[src/rtl/clock_pkg.sv]
// Shared state type and default parameters for the CPU clock controller.
// Optional button debounce is selected by defining CLK_DEBOUNCE_EN.
package clock_pkg;

  typedef enum logic [1:0] {
    S_LOW  = 2'd0,
    S_HIGH = 2'd1,
    S_HALT = 2'd2
  } clk_state_t;

  localparam int unsigned DIV_W_DEF           = 24;
  localparam int unsigned DEBOUNCE_CYCLES_DEF = 250000;
  localparam int unsigned SYNC_STAGES_DEF     = 2;

endpackage

[src/rtl/button_debounce.sv]
// Step-button conditioner: synchroniser, debounce when CLK_DEBOUNCE_EN is defined, press edge detect.
// press_o is a one-cycle strobe; a button held through reset is ignored until released.
module button_debounce
  import clock_pkg::*;
#(
  parameter int unsigned SYNC_STAGES     = SYNC_STAGES_DEF,
  parameter int unsigned DEBOUNCE_CYCLES = DEBOUNCE_CYCLES_DEF
) (
  input  logic clk_i,
  input  logic rst_i,
  input  logic btn_i,
  output logic press_o
);

  logic [SYNC_STAGES-1:0] sync_q;
  logic [SYNC_STAGES-1:0] fill_q;
  logic                   sync_lvl;
  logic                   filled;
  logic                   level;
  logic                   prev_q;
  logic                   armed_q;

  assign sync_lvl = sync_q[SYNC_STAGES-1];
  assign filled   = fill_q[SYNC_STAGES-1];

  // fill_q tracks when sync_lvl holds a real sample rather than the reset value
  always_ff @(posedge clk_i) begin
    if (rst_i) begin
      sync_q <= '0;
      fill_q <= '0;
    end else begin
      sync_q[0] <= btn_i;
      fill_q[0] <= 1'b1;
      for (int i = 1; i < SYNC_STAGES; i++) begin
        sync_q[i] <= sync_q[i-1];
        fill_q[i] <= fill_q[i-1];
      end
    end
  end

`ifdef CLK_DEBOUNCE_EN
  localparam int unsigned CNT_W = $clog2(DEBOUNCE_CYCLES + 1);
  localparam logic [CNT_W-1:0] CNT_LAST = CNT_W'(DEBOUNCE_CYCLES - 1);

  logic [CNT_W-1:0] db_cnt_q;
  logic [CNT_W-1:0] db_cnt_d;
  logic             db_lvl_q;
  logic             db_lvl_d;

  always_comb begin
    db_cnt_d = '0;
    db_lvl_d = db_lvl_q;
    if (sync_lvl != db_lvl_q) begin
      if (db_cnt_q == CNT_LAST) begin
        db_lvl_d = sync_lvl;
      end else begin
        db_cnt_d = db_cnt_q + 1'b1;
      end
    end
  end

  always_ff @(posedge clk_i) begin
    if (rst_i) begin
      db_cnt_q <= '0;
      db_lvl_q <= 1'b0;
    end else begin
      db_cnt_q <= db_cnt_d;
      db_lvl_q <= db_lvl_d;
    end
  end

  assign level = db_lvl_q;
`else
  assign level = sync_lvl;
`endif

  // armed_q only sets once a genuine released sample has been seen after reset
  always_ff @(posedge clk_i) begin
    if (rst_i) begin
      prev_q  <= 1'b0;
      armed_q <= 1'b0;
    end else begin
      prev_q <= level;
      if (filled && !sync_lvl) begin
        armed_q <= 1'b1;
      end
    end
  end

  assign press_o = level & ~prev_q & armed_q;

endmodule

[src/rtl/clock_ctrl.sv]
// CPU clock generator: continuous divided clock or manual single step, with halt.
// Button debounce is included when CLK_DEBOUNCE_EN is defined.
module clock_ctrl
  import clock_pkg::*;
#(
  parameter int unsigned DIV_W           = DIV_W_DEF,
  parameter int unsigned DEBOUNCE_CYCLES = DEBOUNCE_CYCLES_DEF,
  parameter int unsigned SYNC_STAGES     = SYNC_STAGES_DEF
) (
  input  logic             sys_clk,
  input  logic             rst,
  input  logic             mode,
  input  logic             step_btn,
  input  logic             halt,
  input  logic [DIV_W-1:0] div,
  output logic             cpu_clk,
  output logic             cpu_rise,
  output logic             cpu_fall,
  output logic             halted
);

  clk_state_t       state_q;
  clk_state_t       state_d;
  logic [DIV_W-1:0] cnt_q;
  logic [DIV_W-1:0] cnt_d;
  logic [DIV_W-1:0] div_q;
  logic [DIV_W-1:0] div_d;
  logic             clk_q;
  logic             rise_q;
  logic             fall_q;
  logic             halted_q;
  logic             press;
  logic             phase_end;

  button_debounce #(
    .SYNC_STAGES     (SYNC_STAGES),
    .DEBOUNCE_CYCLES (DEBOUNCE_CYCLES)
  ) u_btn (
    .clk_i   (sys_clk),
    .rst_i   (rst),
    .btn_i   (step_btn),
    .press_o (press)
  );

  assign phase_end = (cnt_q == div_q);

  always_comb begin
    state_d = state_q;
    cnt_d   = cnt_q + 1'b1;
    div_d   = div_q;
    case (state_q)
      S_LOW: begin
        if (halt) begin
          state_d = S_HALT;
          cnt_d   = '0;
        end else if (phase_end) begin
          if (!mode || press) begin
            state_d = S_HIGH;
            cnt_d   = '0;
            div_d   = div;
          end else begin
            cnt_d = cnt_q;  // manual idle: low phase done, wait for a press
          end
        end
      end
      S_HIGH: begin
        if (phase_end) begin
          cnt_d = '0;
          if (halt) begin
            state_d = S_HALT;
          end else begin
            state_d = S_LOW;
            div_d   = div;
          end
        end
      end
      S_HALT: begin
        cnt_d = '0;
        if (!halt) begin
          state_d = S_LOW;
          div_d   = div;
        end
      end
      default: begin
        state_d = S_LOW;
        cnt_d   = '0;
      end
    endcase
  end

  always_ff @(posedge sys_clk) begin
    if (rst) begin
      state_q  <= S_LOW;
      cnt_q    <= '0;
      div_q    <= div;
      clk_q    <= 1'b0;
      rise_q   <= 1'b0;
      fall_q   <= 1'b0;
      halted_q <= 1'b0;
    end else begin
      state_q  <= state_d;
      cnt_q    <= cnt_d;
      div_q    <= div_d;
      clk_q    <= (state_d == S_HIGH);
      rise_q   <= (state_d == S_HIGH) && (state_q != S_HIGH);
      fall_q   <= (state_q == S_HIGH) && (state_d != S_HIGH);
      halted_q <= (state_d == S_HALT);
    end
  end

  assign cpu_clk  = clk_q;
  assign cpu_rise = rise_q;
  assign cpu_fall = fall_q;
  assign halted   = halted_q;

endmodule

[config.mk]
export PLATFORM = sky130hd
export DESIGN_NAME = clock_ctrl
export DESIGN_NICKNAME = d
export VERILOG_FILES = /design/src/rtl/clock_pkg.sv /design/src/rtl/button_debounce.sv /design/src/rtl/clock_ctrl.sv
export SDC_FILE = /design/constraint.sdc
export NUM_CORES = 1
export LEC_CHECK = 0
export CORE_ASPECT_RATIO = 1.75
export CORE_MARGIN = 2
export CORE_UTILIZATION = 25
export CTS_CLUSTER_SIZE = 24
export DETAILED_ROUTE_END_ITERATION = 8
export GPL_TIMING_DRIVEN = 0
export PLACE_DENSITY_LB_ADDON = 0.1
export SLEW_MARGIN = 0
export SYNTH_ARGS = -nofsm -noshare
export SYNTH_HDL_FRONTEND = slang
export SYNTH_SLANG_ARGS = --single-unit
[constraint.sdc]
create_clock -name sys_clk -period 2.6 [get_ports sys_clk]
set_input_delay 0.39 -clock sys_clk [delete_from_list [all_inputs] [get_ports sys_clk]]
set_output_delay 0.39 -clock sys_clk [all_outputs]
set_load 0.02 [all_outputs]
==> results.json, run 1 <==
{
  "cts_tree": "done",
  "topRoutingLayerUsed": "met4",
  "cts_buffers": 9,
  "wl_per_cell_um": 16.49,
  "grt.total_usage": 0.1310,
  "routed_wl_um": 7504,
  "clk_latency_ns": 0.33,
  "drv_cap": 0,
  "synth_edf_count": 24,
  "hp-class": "flop to flop",
  "synth_flop_cell": "dfxtp_1",
  "grt_pass1_vias": 2259,
  "htreeDepth": 3,
  "grt_max_degree": 25,
  "rows": 51,
  "antenna_left": 0,
  "syn_area_per_cell_um2": 10.21,
  "slew_violations": 0,
  "combinationalPowerShare": 0.059,
  "layout_common_cells": "dfxtp_1 (36), clkdlybuf4s50_1 (32), a21oi_1 (27)",
  "synth_cell_types": 43,
  "root_buffer": "clkbuf_16",
  "dp_hpwl_um": 5645,
  "layout_min_cycle_time_ns": 2.305,
  "finalHoldViolCount": 0,
  "power_density_nw_per_um2": 653.4,
  "setup_ws_ns": 0.2953,
  "boundaryPins": 33,
  "firstDrtPassIters": 4,
  "path_clk_slew_ns": 0.05,
  "end_kind": "flop",
  "vias": 2214,
  "timing.fmax_mhz": 433.9,
  "skew_ns": 0.004776,
  "seqPwrFrac": 0.441,
  "cp-endpoint": "div_q[14]$_DFFE_PP_",
  "place.gp.congestion": 0.8077,
  "tightest_slew_ns": 0.4074,
  "r2r-end": "div_q[14]$_DFFE_PP_",
  "drc": 0,
  "synthesis.nets": 309,
  "dieArea_um2": 12120,
  "grt_pass1_wl_um": 11760,
  "core_um2": 11040,
  "antenna_found_initial": 0,
  "p_int_mw": 1.852,
  "fin_crit_sh": 0.8864,
  "dr.first_iter.drc_count": 130,
  "critPathLaunch": "cnt_q[18]$_SDFFE_PP0P_",
  "path_max_fanout": 24,
  "dieHeight_um": 144.2,
  "worst_ep_arrival_time_ns": 2.29,
  "dp_slack_ns": -0.2906,
  "cts_sinks": 60,
  "slew_headroom": 0.7207,
  "finalInstanceArea_um2": 3593,
  "syn_inst": 275,
  "start_util": 0.2542,
  "cp-start-kind": "flop",
  "placed_area_um2": 3292,
  "drive_gt1_frac": 0.1053,
  "wl_met2_um": 4195,
  "outcome": "completed",
  "clkPwrFrac": 0.500,
  "swShare": 0.2112,
  "area_growth_pct": 28.04,
  "postSynth.asyncResetShare": 0,
  "yosysSeqAreaShare": 0.5136,
  "r2r-start": "cnt_q[18]$_SDFFE_PP0P_",
  "r2r_slack_ns": 0.30,
  "wl_met3_um": 174,
  "ys_ff_latch": 60,
  "port_buffers": 32,
  "irDropWorstVdd_mv": 0.4096,
  "final_common_cell": "dfxtp_1",
  "setup_viol": 0,
  "rsz0062_at_grt": "no",
  "die_w_um": 84.09,
  "power.net_switching_mw": 0.4958,
  "ctsLongestPathBuffers": 2,
  "critical_path_class": "flop to flop",
  "overflow": 0,
  "drt-met1-wl_um": 2910,
  "antenna_cells": 0,
  "ys_warn_count": 0,
  "leakage_nw": 1.154,
  "cts_setup_buffers": 0,
  "reg2regPathDepth": 6,
  "syn-cell-area_um2": 2806,
  "worstPathRequired_ns": 2.59,
  "final_nets": 352,
  "viasPerCell": 4.866
}
==> through the flow <==
stage	util	power [mW]	setup TNS (ns)	hold WS, ns	instances
final	0.3255	2.348	0	0.4402	455
after floorplan	-	1.122	0	0.4138	275
after CTS	0.3251	2.391	0	0.4428	455
after global placement	0.2982	1.193	-5.896	0.4201	439
after detailed placement	0.2982	1.195	-6.939	0.4285	439
after global routing	0.3255	2.430	0	0.4570	455
==> metal layers <==
metal,vias up,track usage
li1,1106,-
met1,1066,0.1277
met2,33,0.2460
met3,9,0.02911
met4,0,0.08234
met5,-,0
==> cell families after synthesis <==
kind of cell / Yosys count / synth area share
fa+ha+maj: 5 / 0.02229
simple gates: 105 / 0.2136
buf+inv: 18 / 0.03522
compound gates: 60 / 0.1297
flops: 60 / 0.5136
mux: 2 / 0.007579
xor+xnor: 25 / 0.07802
==> registers in the layout, summed over array words and instances (netlist names) <==
signal / count
cpu_fall: 1
state_q: 2
u_btn.prev_q: 1
u_btn.sync_q: 2
cpu_rise: 1
u_btn.armed_q: 1
cnt_q: 24
u_btn.fill_q: 2
cpu_clk: 1
halted: 1
div_q: 24
==> what timing repair did <==
item | CTS | global route
endpoints found under the setup margin | 24 | 24
endpoints found under the hold margin | 0 | 0
resized for setup | 1 | 1
hold buffers | 0 | 0
pin swaps | 0 | 0
gates cloned | 0 | 0
==> critical path, stage by stage (launching register included) <==
cell     delay, ns
dfxtp_1       0.42
xnor2_1       0.16
nand4_1       0.30
nor4_4        0.32
and2_1        0.25
o21ai_0       0.16
nand2_4       0.34
==> area by class of cell <==
type | count | area [um^2]
Buffer | 11 | 72.57
Clock buffer | 11 | 242.7
Clock inverter | 5 | 51.30
Fill cell | 1161 | 7446
Inverter | 7 | 26.28
Multi-Input combinational cell | 197 | 1274
Sequential cell | 60 | 1441
Tap cell | 132 | 165.2
Timing Repair Buffer | 32 | 320.3
==> power by group through the flow <==
| stage | Clock, mW | Sequential, mW | Combinational, mW |
|---|---|---|---|
| 6_report | 1.17 | 1.04 | 0.139 |
| 3_5_place_dp | 0 | 1.06 | 0.139 |
| 3_3_place_gp | 0 | 1.06 | 0.137 |
| 5_1_grt | 1.24 | 1.04 | 0.153 |
| 4_1_cts | 1.21 | 1.04 | 0.140 |
| 2_1_floorplan | 0 | 1.05 | 0.0696 |
==> cell usage after synthesis (2+ instances only) <==
cell type	count	area, um^2
nand4_1	9	56.30
nor2_1	9	33.78
dfxtp_1	36	720.7
or3_1	10	62.56
nor2b_1	5	31.28
and3_1	6	37.54
edfxtp_1	24	720.7
nand3b_1	3	22.52
nor4_1	2	12.51
buf_6	3	33.78
inv_1	7	26.28
buf_2	7	35.03
and2_1	5	31.28
ha_1	5	62.56
o41ai_1	3	26.28
nand3_1	9	45.04
o21ai_0	14	70.07
a21oi_1	27	135.1
nor3_1	9	45.04
or4_1	8	60.06
nand2_1	23	86.33
o31ai_1	6	45.04
xnor2_1	25	219.0
==> worst min path at each step <==
stage                                           from                          to  slack, ns  cells after the start
after floorplan              u_btn.fill_q[0]$_DFF_P_  u_btn.fill_q[1]$_SDFF_PP0_       0.41                      1
after global placement    u_btn.sync_q[0]$_SDFF_PP0_  u_btn.sync_q[1]$_SDFF_PP0_       0.42                      1
after detailed placement     u_btn.fill_q[0]$_DFF_P_  u_btn.fill_q[1]$_SDFF_PP0_       0.43                      1
after CTS                    u_btn.fill_q[0]$_DFF_P_  u_btn.fill_q[1]$_SDFF_PP0_       0.44                      1
after global routing         u_btn.fill_q[0]$_DFF_P_  u_btn.fill_q[1]$_SDFF_PP0_       0.46                      1
final                        u_btn.fill_q[0]$_DFF_P_  u_btn.fill_q[1]$_SDFF_PP0_       0.44                      1
(Power assumes the default switching activity.)
==> inputs of run 2 (changes only) <==
==> constraint.sdc (replaced) <==
create_clock -name sys_clk -period 2.25 [get_ports sys_clk]
set_input_delay 0.3375 -clock sys_clk [delete_from_list [all_inputs] [get_ports sys_clk]]
set_output_delay 0.3375 -clock sys_clk [all_outputs]
set_load 0.02 [all_outputs]
==> run 2 against run 1 <==
Net effect: the flow now finishes with violations (setup timing); worst hold slack lost 0.0033 ns; critical path depth unchanged; global-route usage grew 1.1 points; largest power group unchanged; via count up 3.8%; flip-flop and latch count unchanged; critical path type unchanged.
==> results.json, run 2 (synthesis gave the netlist of run 1 again) <==
{
  "setup_ws_ns": -0.01220,
  "vias": 2299,
  "fin_hold_ws_ns": 0.4369,
  "drv_cap": 0,
  "critPathBufInv": 0,
  "grt_pass1_wl_um": 12700,
  "dieArea_um2": 12120,
  "power_density_nw_per_um2": 713.5,
  "path_delay_family": "simple AND/OR/NAND/NOR gates",
  "hp-class": "flop to flop",
  "htreeDepth": 3,
  "drc": 0,
  "layout_min_cycle_time_ns": 2.262,
  "slew_headroom": 0.7018,
  "port_buffers": 32,
  "worst_ep_arrival_time_ns": 2.49,
  "die_w_um": 84.09,
  "antenna_found_initial": 0,
  "worstPathRequired_ns": 2.47,
  "leakage_nw": 1.188,
  "grt_pass1_vias": 2384,
  "cts_buffers": 9,
  "viasPerCell": 4.987,
  "path_max_fanout": 5,
  "path_cells": "xnor2_1 -> nand4_1 -> nor4_4 -> and2_4 -> mux2_2 -> a32o_1",
  "finalInstanceArea_um2": 3656,
  "violations": "setup timing",
  "start_util": 0.2542,
  "end_kind": "flop",
  "antenna_cells": 0,
  "irDropWorstVdd_mv": 0.3740,
  "wl_per_cell_um": 17.65,
  "core_um2": 11040,
  "overflow": 0,
  "path_clk_slew_ns": 0.05,
  "rsz0062_at_grt": "yes",
  "clk_latency_ns": 0.33,
  "fin_crit_sh": 1.005,
  "grt_max_degree": 13,
  "layout_common_cells": "dfxtp_1 (33), clkdlybuf4s50_1 (32), a21oi_1 (26)",
  "drive_gt1_frac": 0.1429,
  "setup_viol": 1,
  "outcome": "finished with violations",
  "final_common_cell": "dfxtp_1",
  "reg_top3": "cnt_q: 24 flops, div_q: 24 flops",
  "slew_violations": 0,
  "grt.total_usage": 0.1418,
  "dr.first_iter.drc_count": 147,
  "crit_slowest_cell": "nor4_4",
  "tightest_slew_ns": 0.4349,
  "rows": 51,
  "timing.fmax_mhz": 442.0,
  "finalHoldViolCount": 0,
  "placed_area_um2": 3294,
  "final_nets": 358,
  "critical_path_class": "flop to flop",
  "slowest_delay_ns": 0.43,
  "cts_sinks": 60,
  "skew_ns": 0.007383,
  "ctsLongestPathBuffers": 2,
  "area_growth_pct": 30.27,
  "root_buffer": "clkbuf_16",
  "dp_hpwl_um": 5879,
  "dieHeight_um": 144.2,
  "antenna_left": 0,
  "routed_wl_um": 8135,
  "cp-start-kind": "flop",
  "place.gp.congestion": 0.7881,
  "firstDrtPassIters": 4,
  "cts_tree": "done",
  "boundaryPins": 33
}
## run 2: cell count changes in the layout (fill, tap and decap cells not counted), sizes merged
cell      delta
clkbuf       +2
bufinv       -1
buf          +4
nand2        +2
clkinvlp     -1
## run 2: path summary, 6_finish.rpt
kind / from / cells past startpoint / to / slack (ns)
max reg2reg: cnt_q[1]$_SDFFE_PP0P_ / 6 / cpu_fall$_SDFF_PP0_ / -0.01
min: u_btn.sync_q[0]$_SDFF_PP0_ / 1 / u_btn.sync_q[1]$_SDFF_PP0_ / 0.44
min reg2reg: u_btn.sync_q[0]$_SDFF_PP0_ / 1 / u_btn.sync_q[1]$_SDFF_PP0_ / 0.44
max: cnt_q[1]$_SDFFE_PP0P_ / 6 / cpu_fall$_SDFF_PP0_ / -0.01
## run 2: layer usage
| metal | part of all wire | GRT usage | routed length [um] |
|---|---|---|---|
| met5 | 0 | 0 | 0 |
| met4 | 0.051 | 0.1002 | 413 |
| met3 | 0.030 | 0.02854 | 244 |
| met2 | 0.55 | 0.2586 | 4511 |
| met1 | 0.36 | 0.1420 | 2966 |
## run 2: layout make-up
cell class | instances | area (um^2)
timing repair buffer | 36 | 362.8
fill | 1147 | 7383
tap | 132 | 165.2
clock buffer | 13 | 250.2
clock inverter | 3 | 13.76
buffer | 11 | 77.57
multi-input combinational | 199 | 1315
sequential | 60 | 1445
inverter | 7 | 26.28
## run 2: through the flow
step	setup WS (ns)	power (mW)	utilization	setup TNS [ns]	instances
2_1_floorplan	0.2064	1.297	-	0	275
3_3_place_gp	-0.3255	1.381	0.2984	-9.591	439
3_5_place_dp	-0.3598	1.382	0.2984	-10.43	439
4_1_cts	0.01162	2.640	0.3269	0	459
5_1_grt	-0.06151	2.718	0.3312	-1.101	461
6_report	-0.01220	2.608	0.3312	-0.01220	461
## run 2: report_power, final
part	total [mW]	switching (mW)	internal [mW]	leakage, nW
clock network	1.23	0.463	0.767	0.131
logic	0.182	0.0851	0.0966	0.528
registers	1.20	0.0195	1.18	0.529
total	2.61	0.568	2.04	1.19
## run 2: timing repair
item                                   in CTS  in global routing
endpoints found under the hold margin       0                  0
pin swaps                                   3                  4
resized for setup                           4                 12
cloned                                      1                  1
setup endpoints to repair                  47                 51
hold buffers                                0                  0
buffers inserted                            3                  1
